<file path="config.mk">
export PLATFORM = sky130hd
export DESIGN_NAME = rhs_spi_master
export DESIGN_NICKNAME = d
export VERILOG_FILES = /design/src/rtl/rhs_pkg.sv /design/src/rtl/rhs_miso_capture.sv /design/src/rtl/rhs_spi_master.sv
export SDC_FILE = /design/constraint.sdc
export NUM_CORES = 1
export LEC_CHECK = 0
export CORE_MARGIN = 1
export CORE_UTILIZATION = 48
export CTS_CLUSTER_SIZE = 30
export DETAILED_ROUTE_END_ITERATION = 12
export GPL_ROUTABILITY_DRIVEN = 0
export HOLD_SLACK_MARGIN = 0.03
export PLACE_DENSITY = 0.75
export SLEW_MARGIN = 20
export SYNTH_ARGS = -nofsm -noshare
export SYNTH_HDL_FRONTEND = slang
export SYNTH_SLANG_ARGS = --single-unit
</file>
<file path="constraint.sdc">
create_clock -name clk -period 2.4 [get_ports clk]
set_clock_uncertainty 0.2 [all_clocks]
set_input_delay 0.36 -clock clk [delete_from_list [all_inputs] [get_ports clk]]
set_output_delay 0.36 -clock clk [all_outputs]
set_load 0.03 [all_outputs]
</file>
<file path="src/rtl/rhs_pkg.sv">
// rhs_pkg: shared types and constants for the RHS headstage SPI link.
// Used by the SPI master, its capture block and the benches.
package rhs_pkg;

  localparam int FRAME_BITS = 32;

  typedef enum logic [1:0] {
    S_IDLE,
    S_SHIFT,
    S_TAIL,
    S_RECOVER
  } spi_state_t;

  localparam logic [1:0] RHS_OP_CONVERT = 2'b00;
  localparam logic [1:0] RHS_OP_WRITE   = 2'b10;
  localparam logic [1:0] RHS_OP_READ    = 2'b11;

  localparam logic [31:0] RHS_CMD_CLEAR = 32'h6a00_0000;
  localparam logic [31:0] RHS_CMD_CALIB = 32'h5500_0000;

  function automatic logic [31:0] rhs_read(input logic [7:0] addr);
    return {RHS_OP_READ, 6'd0, addr, 16'd0};
  endfunction

endpackage

</file>
<file path="src/rtl/rhs_miso_capture.sv">
// rhs_miso_capture: samples MISO at the delayed SCLK-rise slots
// and assembles the 32-bit reply into a one-cycle result pulse.
module rhs_miso_capture
  import rhs_pkg::*;
#(
  parameter int CLKS_PER_BIT = 4,
  parameter int DELAY_W      = 4,
  parameter int TW           = 8
) (
  input  logic               clk,
  input  logic               rst,
  input  logic               start,
  input  logic [TW-1:0]      t,
  input  logic [DELAY_W-1:0] delay,
  input  logic               miso,
  output logic [31:0]        rsp_data,
  output logic               rsp_valid
);

  localparam int NB_W = $clog2(FRAME_BITS + 1);
  localparam logic [NB_W-1:0] NB_END = NB_W'(FRAME_BITS);
  localparam logic [NB_W-1:0] NB_LST = NB_W'(FRAME_BITS - 1);

  logic [NB_W-1:0] nb;
  logic [30:0]     sh;
  logic [TW-1:0]   due;
  logic            hit;

  // Bit nb is due half a bit period plus the cable delay into its slot.
  always_comb begin
    due = TW'(delay)
        + TW'(nb) * TW'(CLKS_PER_BIT)
        + TW'(CLKS_PER_BIT / 2);
    hit = (nb != NB_END) && (t == due);
  end

  always_ff @(posedge clk) begin
    if (rst) begin
      nb        <= NB_END;
      sh        <= '0;
      rsp_data  <= '0;
      rsp_valid <= 1'b0;
    end else begin
      rsp_valid <= 1'b0;
      if (start) begin
        nb <= '0;
      end else if (hit) begin
        sh <= {sh[29:0], miso};
        nb <= nb + NB_W'(1);
        if (nb == NB_LST) begin
          rsp_data  <= {sh, miso};
          rsp_valid <= 1'b1;
        end
      end
    end
  end

endmodule

</file>
<file path="src/rtl/rhs_spi_master.sv">
// rhs_spi_master: 32-bit SPI initiator for one RHS headstage link.
// Serialises commands MSB-first and returns the delayed-capture reply.
module rhs_spi_master
  import rhs_pkg::*;
#(
  parameter int CLKS_PER_BIT = 4,
  parameter int CS_HIGH_CLKS = 8,
  parameter int DELAY_W      = 4
) (
  input  logic               clk,
  input  logic               rst,
  input  logic [31:0]        cmd_data,
  input  logic               cmd_valid,
  output logic               cmd_ready,
  input  logic [DELAY_W-1:0] miso_delay,
  output logic [31:0]        rsp_data,
  output logic               rsp_valid,
  output logic               busy,
  output logic               CS,
  output logic               SCLK,
  output logic               MOSI,
  input  logic               MISO
);

  localparam int FRAME_CLKS = FRAME_BITS * CLKS_PER_BIT;
  localparam int TW = $clog2(FRAME_CLKS + 2**DELAY_W + CS_HIGH_CLKS + 1);
  localparam int PW = $clog2(CLKS_PER_BIT);

  localparam logic [TW-1:0] T_LAST  = TW'(FRAME_CLKS - 1);
  localparam logic [TW-1:0] T_FREE  = TW'(FRAME_CLKS + CS_HIGH_CLKS - 1);
  localparam logic [PW-1:0] PH_LAST = PW'(CLKS_PER_BIT - 1);
  localparam logic [PW-1:0] PH_HALF = PW'(CLKS_PER_BIT / 2);

  spi_state_t         state;
  logic [TW-1:0]      t;
  logic [PW-1:0]      ph;
  logic [PW-1:0]      ph_n;
  logic [30:0]        sh;
  logic [DELAY_W-1:0] dly;
  logic               start;

  assign start = cmd_valid && cmd_ready;
  assign busy  = !cmd_ready;
  assign ph_n  = (ph == PH_LAST) ? '0 : ph + PW'(1);

  // Pins are registered from the next-cycle phase so they never glitch.
  always_ff @(posedge clk) begin
    if (rst) begin
      state     <= S_IDLE;
      t         <= '0;
      ph        <= '0;
      sh        <= '0;
      dly       <= '0;
      cmd_ready <= 1'b1;
      CS        <= 1'b1;
      SCLK      <= 1'b0;
      MOSI      <= 1'b0;
    end else begin
      if (state != S_IDLE) t <= t + TW'(1);
      unique case (state)
        S_IDLE: begin
          if (cmd_valid) begin
            state     <= S_SHIFT;
            t         <= '0;
            ph        <= '0;
            sh        <= cmd_data[30:0];
            dly       <= miso_delay;
            cmd_ready <= 1'b0;
            CS        <= 1'b0;
            MOSI      <= cmd_data[31];
          end
        end
        S_SHIFT: begin
          if (t == T_LAST) begin
            state <= rsp_valid ? S_RECOVER : S_TAIL;
            CS    <= 1'b1;
            SCLK  <= 1'b0;
            MOSI  <= 1'b0;
          end else begin
            ph   <= ph_n;
            SCLK <= (ph_n >= PH_HALF);
            if (ph_n == '0) begin
              sh   <= {sh[29:0], 1'b0};
              MOSI <= sh[30];
            end
          end
        end
        S_TAIL: begin
          if (rsp_valid) begin
            if (t >= T_FREE) begin
              state     <= S_IDLE;
              cmd_ready <= 1'b1;
            end else begin
              state <= S_RECOVER;
            end
          end
        end
        S_RECOVER: begin
          if (t >= T_FREE) begin
            state     <= S_IDLE;
            cmd_ready <= 1'b1;
          end
        end
        default: state <= S_IDLE;
      endcase
    end
  end

  rhs_miso_capture #(
    .CLKS_PER_BIT(CLKS_PER_BIT),
    .DELAY_W     (DELAY_W),
    .TW          (TW)
  ) u_cap (
    .clk      (clk),
    .rst      (rst),
    .start    (start),
    .t        (t),
    .delay    (dly),
    .miso     (MISO),
    .rsp_data (rsp_data),
    .rsp_valid(rsp_valid)
  );

endmodule
</file>
### Word level (Yosys, flattened, before mapping)

Index checks and enable logic that the tools add are counted.

| storage, ports and cells | value |
|---|---|
| output and inout port bits | 38 |
| input port bits | 40 |
| flip-flop bits (word level) | 121 |
| word-level logic and storage cells | 90 |

| cells by class | value |
|---|---|
| reductions and logical operators | 20 |
| mux-type cells | 32 |
| bitwise operators | 2 |
| eq/ne operators | 15 |
| $lt $le $gt $ge | 2 |
| $add $sub $neg | 5 |

Operator list:

| operator | count |
|---|---|
| 31-bit 2-to-1 mux | 3 |
| 31-bit one-hot mux with 2 select lines | 1 |
| 8-bit 2-to-1 mux | 3 |
| 2-bit 2-to-1 mux | 8 |
| 3-bit AND reduction | 5 |
| 6-bit 2-to-1 mux | 2 |
| 1-bit 2-to-1 mux | 10 |
| 2-bit != test, second input constant | 5 |
| 4-bit by 8-bit adder with 8-bit output | 1 |
| 8-bit by 1-bit adder with 8-bit output, second input constant | 1 |
| 8-bit by 2-bit adder with 8-bit output, second input constant | 1 |
| 8-bit by 7-bit == test with 1-bit output, second input constant | 1 |
| 8-bit == test | 1 |
| 8-bit greater-or-equal comparator, second input constant | 1 |
| 2-bit one-hot mux with 4 select lines | 1 |
| 4-bit AND reduction | 2 |
| 6-bit by 1-bit adder with 6-bit output, second input constant | 1 |
| 2-bit == test, second input constant | 3 |
| 6-bit by 5-bit == test with 1-bit output, second input constant | 1 |
| 6-bit != test, second input constant | 1 |
| 2-bit nonzero test | 3 |
| 2-bit logical NOT | 2 |
| 1-bit one-hot mux with 2 select lines | 2 |
| 2-bit one-hot mux with 2 select lines | 1 |
| other kinds (13) | 16 |

### Depth between registers and ports, before layout

Gate-level depths: netlist (run 1).

| logic depth | value |
|---|---|
| depth in word-level cells | 6 |
| gate-level depth with buffers | 11 |
| mapped depth without buffers | 8 |

### By module

A second synthesis (run 1) with hierarchy kept.

| second synthesis, totals | value |
|---|---|
| cell total of the unflattened synthesis | 533 |
| area, all modules | 5642.9 um2 |

By module, submodules not included:

| module | cells each | area an instance (um2) | sequential area each (um2) | instances |
|---|---|---|---|---|
| rhs_miso_capture | 281 | 3138.0 | 1401.3 | 1 |
| rhs_spi_master | 252 | 2504.9 | 1021.0 | 1 |

### Worst setup path before layout (run 1)

Ideal clock, no wire load.

| timing | value |
|---|---|
| kind | register to register |
| start | reg dly[1] |
| end | reg u_cap.nb[4] |
| path buffers | 1 |
| stages on the path, launching flop included | 10 |
| setup time | 0.070 ns |
| data required time | 2.130 ns |
| data arrival time | 2.240 ns |
| period minus slack after synthesis | 2.511 ns |
| setup slack | -0.111 ns |
| cell sequence | dfxtp_1 -> inv_1 -> fa_1 -> nor2b_1 -> o2111ai_1 -> xnor2_1 -> or2_1 -> buf_2 -> or4_1 -> a21oi_1 |

| between the ends | value |
|---|---|
| word-level cells in the longest chain between the ends | 4 |

Ends and longest elaborated chain:

| what | line | RTL |
|---|---|---|
| start, declared | rhs_spi_master.sv:39 | `logic [DELAY_W-1:0] dly;` |
| start signal, assigned | rhs_spi_master.sv:67 | `dly <= miso_delay;` |
| 4-bit by 8-bit adder with 8-bit output | rhs_miso_capture.sv:32 | `+ TW'(nb) * TW'(CLKS_PER_BIT)` |
| 8-bit by 2-bit adder with 8-bit output | rhs_miso_capture.sv:33 | `+ TW'(CLKS_PER_BIT / 2);` |
| 8-bit == test | rhs_miso_capture.sv:34 | `hit = (nb != NB_END) && (t == due);` |
| 1-bit logical AND | rhs_miso_capture.sv:34 |  |
| end signal, assigned | rhs_miso_capture.sv:49 | `nb <= nb + NB_W'(1);` |
| end, declared | rhs_miso_capture.sv:24 | `logic [NB_W-1:0] nb;` |

Every way passes these cells.
A chain may end at the register's enable or synchronous reset.

### Worst setup path after layout (run 1)

| timing | value |
|---|---|
| start | reg dly[2] |
| end | reg u_cap.nb[4] |

The elaborated chain is that of the path after synthesis.

==> results.json, run 1 <==
{
  "ant_nets": 0,
  "reg2reg_from": "dly[2]",
  "cts_max_path_buffers": 2,
  "die_y_um": 105.3,
  "firstDrtPassIters": 5,
  "yosysUniqueCellTypes": 43,
  "hold_viol": 0,
  "num_io_pins": 78,
  "layout.cells.most_common": "dfxtp_1",
  "grt_pass1_wl_um": 17910,
  "worstPathCellList": "buf_4, ha_1, a21o_1, a21oi_2, xnor2_2, or2_4, or4_1, a21oi_1",
  "clkTransAtPathRegs_ns": 0.06,
  "overflow": 0,
  "die_area_um2": 11080,
  "ff2ff_setup_slack_ns": -0.13,
  "worstSetupEndpointType": "flip-flop",
  "core_area_um2": 10320,
  "total_power_uw": 4927,
  "nFillCells": 805,
  "dp.cells": 730,
  "synthArstFlopShare_pct": 0,
  "drc": 0,
  "leakagePower_uw": 0.002750,
  "crit_type": "flip-flop to flip-flop",
  "min_path_cells": 4,
  "crit_family": "simple AND/OR/NAND/NOR gates",
  "rsz0062_at_grt": "true",
  "post-synth-top-area-cell": "dfxtp_1",
  "crit_buf_inv": 1,
  "final_cell_mix": "117 x dfxtp_1, 91 x mux2i_1, 87 x nand2_1",
  "synth_edf_count": 0,
  "period_share_pct": 105.4,
  "syn_area_um2": 5119,
  "die_w_um": 105.3,
  "drv_slew": 0,
  "area_growth_pct": 32.88,
  "cp.arrival_ns": 2.76,
  "cts_sinks": 121,
  "drt_iter0_drc": 109,
  "cts_tree": "built",
  "synth_top_area_share_pct": 47.32,
  "powerDensity_nw_per_um2": 724.4,
  "drive_above_1_share_pct": 14.42,
  "track_usage_pct": 20.17,
  "synth-seq-cells": 121,
  "synth_nets": 587,
  "portBuffers": 77,
  "cp_max_fo": 9,
  "setup_viol": 41,
  "syn_avg_cell_area_um2": 9.479,
  "antenna_found_initial": 0,
  "critPathRequiredTime_ns": 2.63,
  "synth.area.top_cells": "dfxtp_1 47%, mux2i_1 18%, nand2_1 6.4%",
  "clk_latency_ns": 0.51,
  "fmax_mhz": 395.4,
  "timing.slew.headroom_pct": 64.19,
  "critPathMaxStageDelay_ns": 0.51,
  "rr_endpoint": "u_cap.nb[4]",
  "status": "complete, but fails checks",
  "diodes": 0,
  "hold_path_end": "u_cap.rsp_data[18]",
  "synth_cells": 540,
  "vias": 4107,
  "start_util_pct": 49.58,
  "avgViaCountPerCell": 5.355,
  "fin_nets": 667,
  "rr_worst_depth": 8,
  "stdcell_area_um2": 6802,
  "dp_hpwl_um": 6951,
  "hp-start": "rst",
  "fin_cells": 767,
  "max-cap-violations": 0,
  "finalHoldWorstSlack_ns": 0.09679,
  "synth_ff_type": "dfxtp_1",
  "post_drt_wl_per_cell_um": 14.69,
  "cts_buffers": 17,
  "period_minus_slack_ns": 2.529,
  "worstHoldPathType": "input pin to flip-flop",
  "htreeDepth": 4,
  "worst_slack_ns": -0.1291,
  "cts_root_buf": "clkbuf_8",
  "worstMarginPinSlew_ns": 0.5371,
  "finalSetupTns_ns": -2.876,
  "violations": "setup timing",
  "place_area_um2": 6050,
  "multi_input_area_um2": 2551,
  "synth_seq_area_share_pct": 47.32,
  "grt_max_degree": 61,
  "cts_hold_buffers": 0,
  "peakVddDrop_mv": 0.4242,
  "routed_wl_um": 11270,
  "grt_pass1_vias": 3911,
  "final-seq-area_um2": 2427,
  "yosys_warnings": 0,
  "num_rows": 37,
  "cp_slowest_cell": "or4_1",
  "crit_path_start_kind": "flip-flop"
}
worst min-delay path, delay by kind of cell:
family | cells | cell delay [ns]
buffers and inverters | 2 | 0.23
AND/OR/NAND/NOR | 1 | 0.11
multiplexers | 1 | 0.05
what timing repair did:
action | in CTS | in global routing
gates resized for setup | 10 | 14
gates cloned | 1 | 2
setup endpoints to repair | 66 | 71
buffers inserted | 3 | 1
hold endpoints to repair | 0 | 0
pin swaps | 3 | 3
power by group:
| part | total, uW | leakage (uW) | internal, uW | switching [uW] |
|---|---|---|---|---|
| clock network | 2380 | 0.000265 | 1490 | 891 |
| registers | 2130 | 0.000986 | 2080 | 43.3 |
| logic | 425 | 0.00150 | 207 | 218 |
| total | 4930 | 0.00275 | 3770 | 1150 |
Yosys cell counts (all sizes together) (2+ instances only):
library cell / number
and3: 2
buf: 20
inv: 8
a21oi: 23
or2: 5
o21ai: 8
nand3b: 3
mux2i: 93
or4: 3
dfxtp: 121
xnor2: 7
nand2b: 3
nor4: 3
nand2: 88
nor3: 5
nor2b: 2
ha: 6
clkbuf: 20
and2: 2
xor2: 6
nand4: 2
a211oi: 33
a31oi: 2
o31ai: 3
nand3: 10
a311oi: 3
or3: 3
nor2: 48
sequential cells by signal, indices dropped and copies added (netlist names):
signal / cells
sh: 31
CS: 1
u_cap.rsp_valid: 1
SCLK: 1
u_cap.rsp_data: 32
state: 2
ph: 2
MOSI: 1
cmd_ready: 1
t: 8
u_cap.sh: 31
u_cap.nb: 6
dly: 4
how the worst max path moves through the flow:
stage | from | slack (ns) | cells after the start | to
after floorplan | dly[2] | -0.0006 | 11 | u_cap.sh[10]
after global placement | dly[2] | 0.001 | 9 | u_cap.sh[18]
after detailed placement | dly[2] | -0.08 | 9 | u_cap.sh[25]
after CTS | dly[2] | -0.06 | 8 | u_cap.nb[3]
after global routing | dly[2] | -0.22 | 8 | u_cap.nb[4]
final | dly[2] | -0.13 | 8 | u_cap.nb[4]
cell families (layout without fill, tap and decap cells):
group / count (synthesis) / count (layout) / share of synthesized area (%)
adder cells (fa/ha/maj): 7 / 7 / 1.858
buffers and inverters: 48 / 139 / 4.962
flip-flops: 121 / 121 / 47.32
multiplexers: 93 / 93 / 18.19
AO/OA/AOI/OAI: 77 / 77 / 9.851
XOR/XNOR: 13 / 13 / 2.224
AND/OR/NAND/NOR: 181 / 181 / 15.60
layout make-up:
class                           instances  share of cell area (%)
Timing Repair Buffer                  101                   15.69
Multi-Input combinational cell        371                   37.51
Clock inverter                         12                   1.876
Sequential cell                       121                   35.69
Inverter                                8                  0.4415
Clock buffer                           18                   6.291
Tap cell                              136                   2.502
stage by stage:
stage,setup WS [ns],utilization [%]
floorplan,-0.0005922,-
global placement,0.001117,58.60
detailed placement,-0.07934,58.60
CTS,-0.06454,64.76
global route,-0.2245,65.88
finish,-0.1291,65.88
per-layer routing:
layer	up-vias	track usage, %	routed length [um]
met2	92	33.65	5557
li1	2033	-	-
met1	1967	24.17	5013
met4	0	8.149	176
met5	-	0	0
met3	15	6.122	519
Note: power is estimated with default switching activity, not from simulation.
==> run 2, diff against run 1 <==
--- a/config.mk
+++ b/config.mk
@@ -6,12 +6,12 @@
 export NUM_CORES = 1
 export LEC_CHECK = 0
 export CORE_MARGIN = 1
-export CORE_UTILIZATION = 48
+export CORE_UTILIZATION = 35
 export CTS_CLUSTER_SIZE = 30
 export DETAILED_ROUTE_END_ITERATION = 12
 export GPL_ROUTABILITY_DRIVEN = 0
 export HOLD_SLACK_MARGIN = 0.03
-export PLACE_DENSITY = 0.75
+export SKIP_CTS_REPAIR_TIMING = 1
 export SLEW_MARGIN = 20
 export SYNTH_ARGS = -nofsm -noshare
 export SYNTH_HDL_FRONTEND = slang
==> run 2 against run 1 <==
Against the previous run: the run still ends with setup timing left; sequential power hardly changed; clock power increased by 16%; critical path type unchanged; global-route usage is 4.7 points lower; first-iteration DRC count is 60% higher; largest power group unchanged; setup slack gained 0.026 ns; combinational power hardly changed; utilization shrank 17 points; die area rose by 36%; non-clock buffer count is 3 higher; routed wire length is essentially flat; cell count grew 6.3%.
==> results.json, run 2 (synthesis gave the netlist of run 1 again) <==
{
  "nFillCells": 1335,
  "track_usage_pct": 15.49,
  "largest_reg_flops": 32,
  "drv_slew": 0,
  "avgViaCountPerCell": 4.928,
  "cp.arrival_ns": 2.64,
  "final_cell_mix": "118 x dfxtp_1, 93 x mux2i_1, 87 x nand2_1",
  "place_area_um2": 6145,
  "finalHoldWorstSlack_ns": 0.1872,
  "num_io_pins": 78,
  "clkTransAtPathRegs_ns": 0.05,
  "period_share_pct": 104.3,
  "multi_input_area_um2": 2546,
  "area_growth_pct": 34.91,
  "critPathMaxStageDelay_ns": 0.43,
  "timing.slew.headroom_pct": 63.34,
  "worstPathCellList": "inv_2, fa_2, xor2_2, and2_4, nor3_4, and3_4, and3_4, buf_12, mux2i_1",
  "post_drt_wl_per_cell_um": 13.82,
  "worstMarginPinSlew_ns": 0.5499,
  "top_regs": "u_cap.rsp_data x32, sh x31, u_cap.sh x31",
  "layout.cells.most_common": "dfxtp_1",
  "fmax_mhz": 399.5,
  "largest-register": "u_cap.rsp_data",
  "fin_cells": 815,
  "worstSetupEndpointType": "flip-flop",
  "critPathRequiredTime_ns": 2.53,
  "status": "complete, but fails checks",
  "drive_above_1_share_pct": 13.86,
  "firstDrtPassIters": 4,
  "reg2reg_from": "dly[2]",
  "hold_viol": 0,
  "cpMostUsedCell": "and3_4",
  "drc": 0,
  "crit_family": "simple AND/OR/NAND/NOR gates",
  "grt_max_degree": 62,
  "stdcell_area_um2": 6905,
  "clk_latency_ns": 0.41,
  "crit_type": "flip-flop to flip-flop",
  "utilization_pct": 48.99,
  "drt_iter0_drc": 174,
  "leakagePower_uw": 0.002793,
  "peakVddDrop_mv": 0.4226,
  "cts_root_buf": "clkbuf_16",
  "grt_pass1_wl_um": 18130,
  "setup_viol": 67,
  "crit_path_start": "dly[2]",
  "portBuffers": 77,
  "start_util_pct": 36.31,
  "cts_tree": "built",
  "worstHoldPathType": "input pin to flip-flop",
  "dp_hpwl_um": 7267,
  "grt_pass1_vias": 3909,
  "htreeDepth": 4,
  "powerDensity_nw_per_um2": 767.0,
  "cts_buffers": 17,
  "period_minus_slack_ns": 2.503,
  "cts_max_path_buffers": 2,
  "hp-start": "rst",
  "routed_wl_um": 11260,
  "antenna_found_initial": 0,
  "max-cap-violations": 0,
  "ant_nets": 0,
  "die_y_um": 122.9,
  "cp_max_fo": 11,
  "core_area_um2": 14100,
  "cts_sinks": 121,
  "rsz0062_at_grt": "true",
  "diodes": 0,
  "cp_slowest_cell": "fa_2",
  "crit_path_start_kind": "flip-flop",
  "finalSetupTns_ns": -4.127,
  "die_w_um": 122.9,
  "vias": 4016,
  "crit_buf_inv": 2,
  "dp.cells": 781,
  "die_area_um2": 15110,
  "violations": "setup timing",
  "overflow": 0,
  "final-seq-area_um2": 2426,
  "num_rows": 43,
  "worst_slack_ns": -0.1031,
  "fin_nets": 670
}
run 2: changes by cell type in the layout (fill, tap and decap cells not counted), sizes merged:
cell	previous run	this run
clkinvlp	4	0
clkbuf	20	23
bufinv	2	5
buf	23	27
inv	9	8
clkinv	5	4
run 2: final cells by class:
class	count	area share, %
clock inverters	9	2.464
inverters	8	0.4349
multi-input cells	371	36.87
well taps	180	3.261
flip-flops and latches	121	35.13
clock buffers	22	6.722
repair buffers	104	15.11
run 2: final timing paths:
path              cells past startpoint                 end  slack [ns]
setup reg to reg                      9        u_cap.sh[24]       -0.10
hold / removal                        3         u_cap.nb[5]        0.19
setup / recovery                      9        u_cap.sh[24]       -0.10
hold reg to reg                       2  u_cap.rsp_data[23]        0.26
run 2: through the flow:
step           setup slack [ns]  power [uW]
2_1_floorplan        -0.0005922        2420
4_1_cts                 -0.1342        5340
3_3_place_gp           -0.05168        2568
5_1_grt                 -0.1888        5492
6_report                -0.1031        5297
3_5_place_dp            -0.1119        2576
run 2: power breakdown:
group	total (uW)	switching, uW	internal [uW]	leakage, uW
Clock	2750	863	1880	0.000314
Combinational	426	218	209	0.00149
Sequential	2120	41.3	2080	0.000985
run 2: worst min-delay path, cell delays in order:
cell,delay (ns)
buf_2,0.10
inv_2,0.18
nand3_1,0.12
run 2: routing by layer:
layer	track usage, %	part of all wire [%]
met5	0	0
met4	7.622	1.7
met3	4.705	3.8
met2	24.65	48
met1	18.96	46
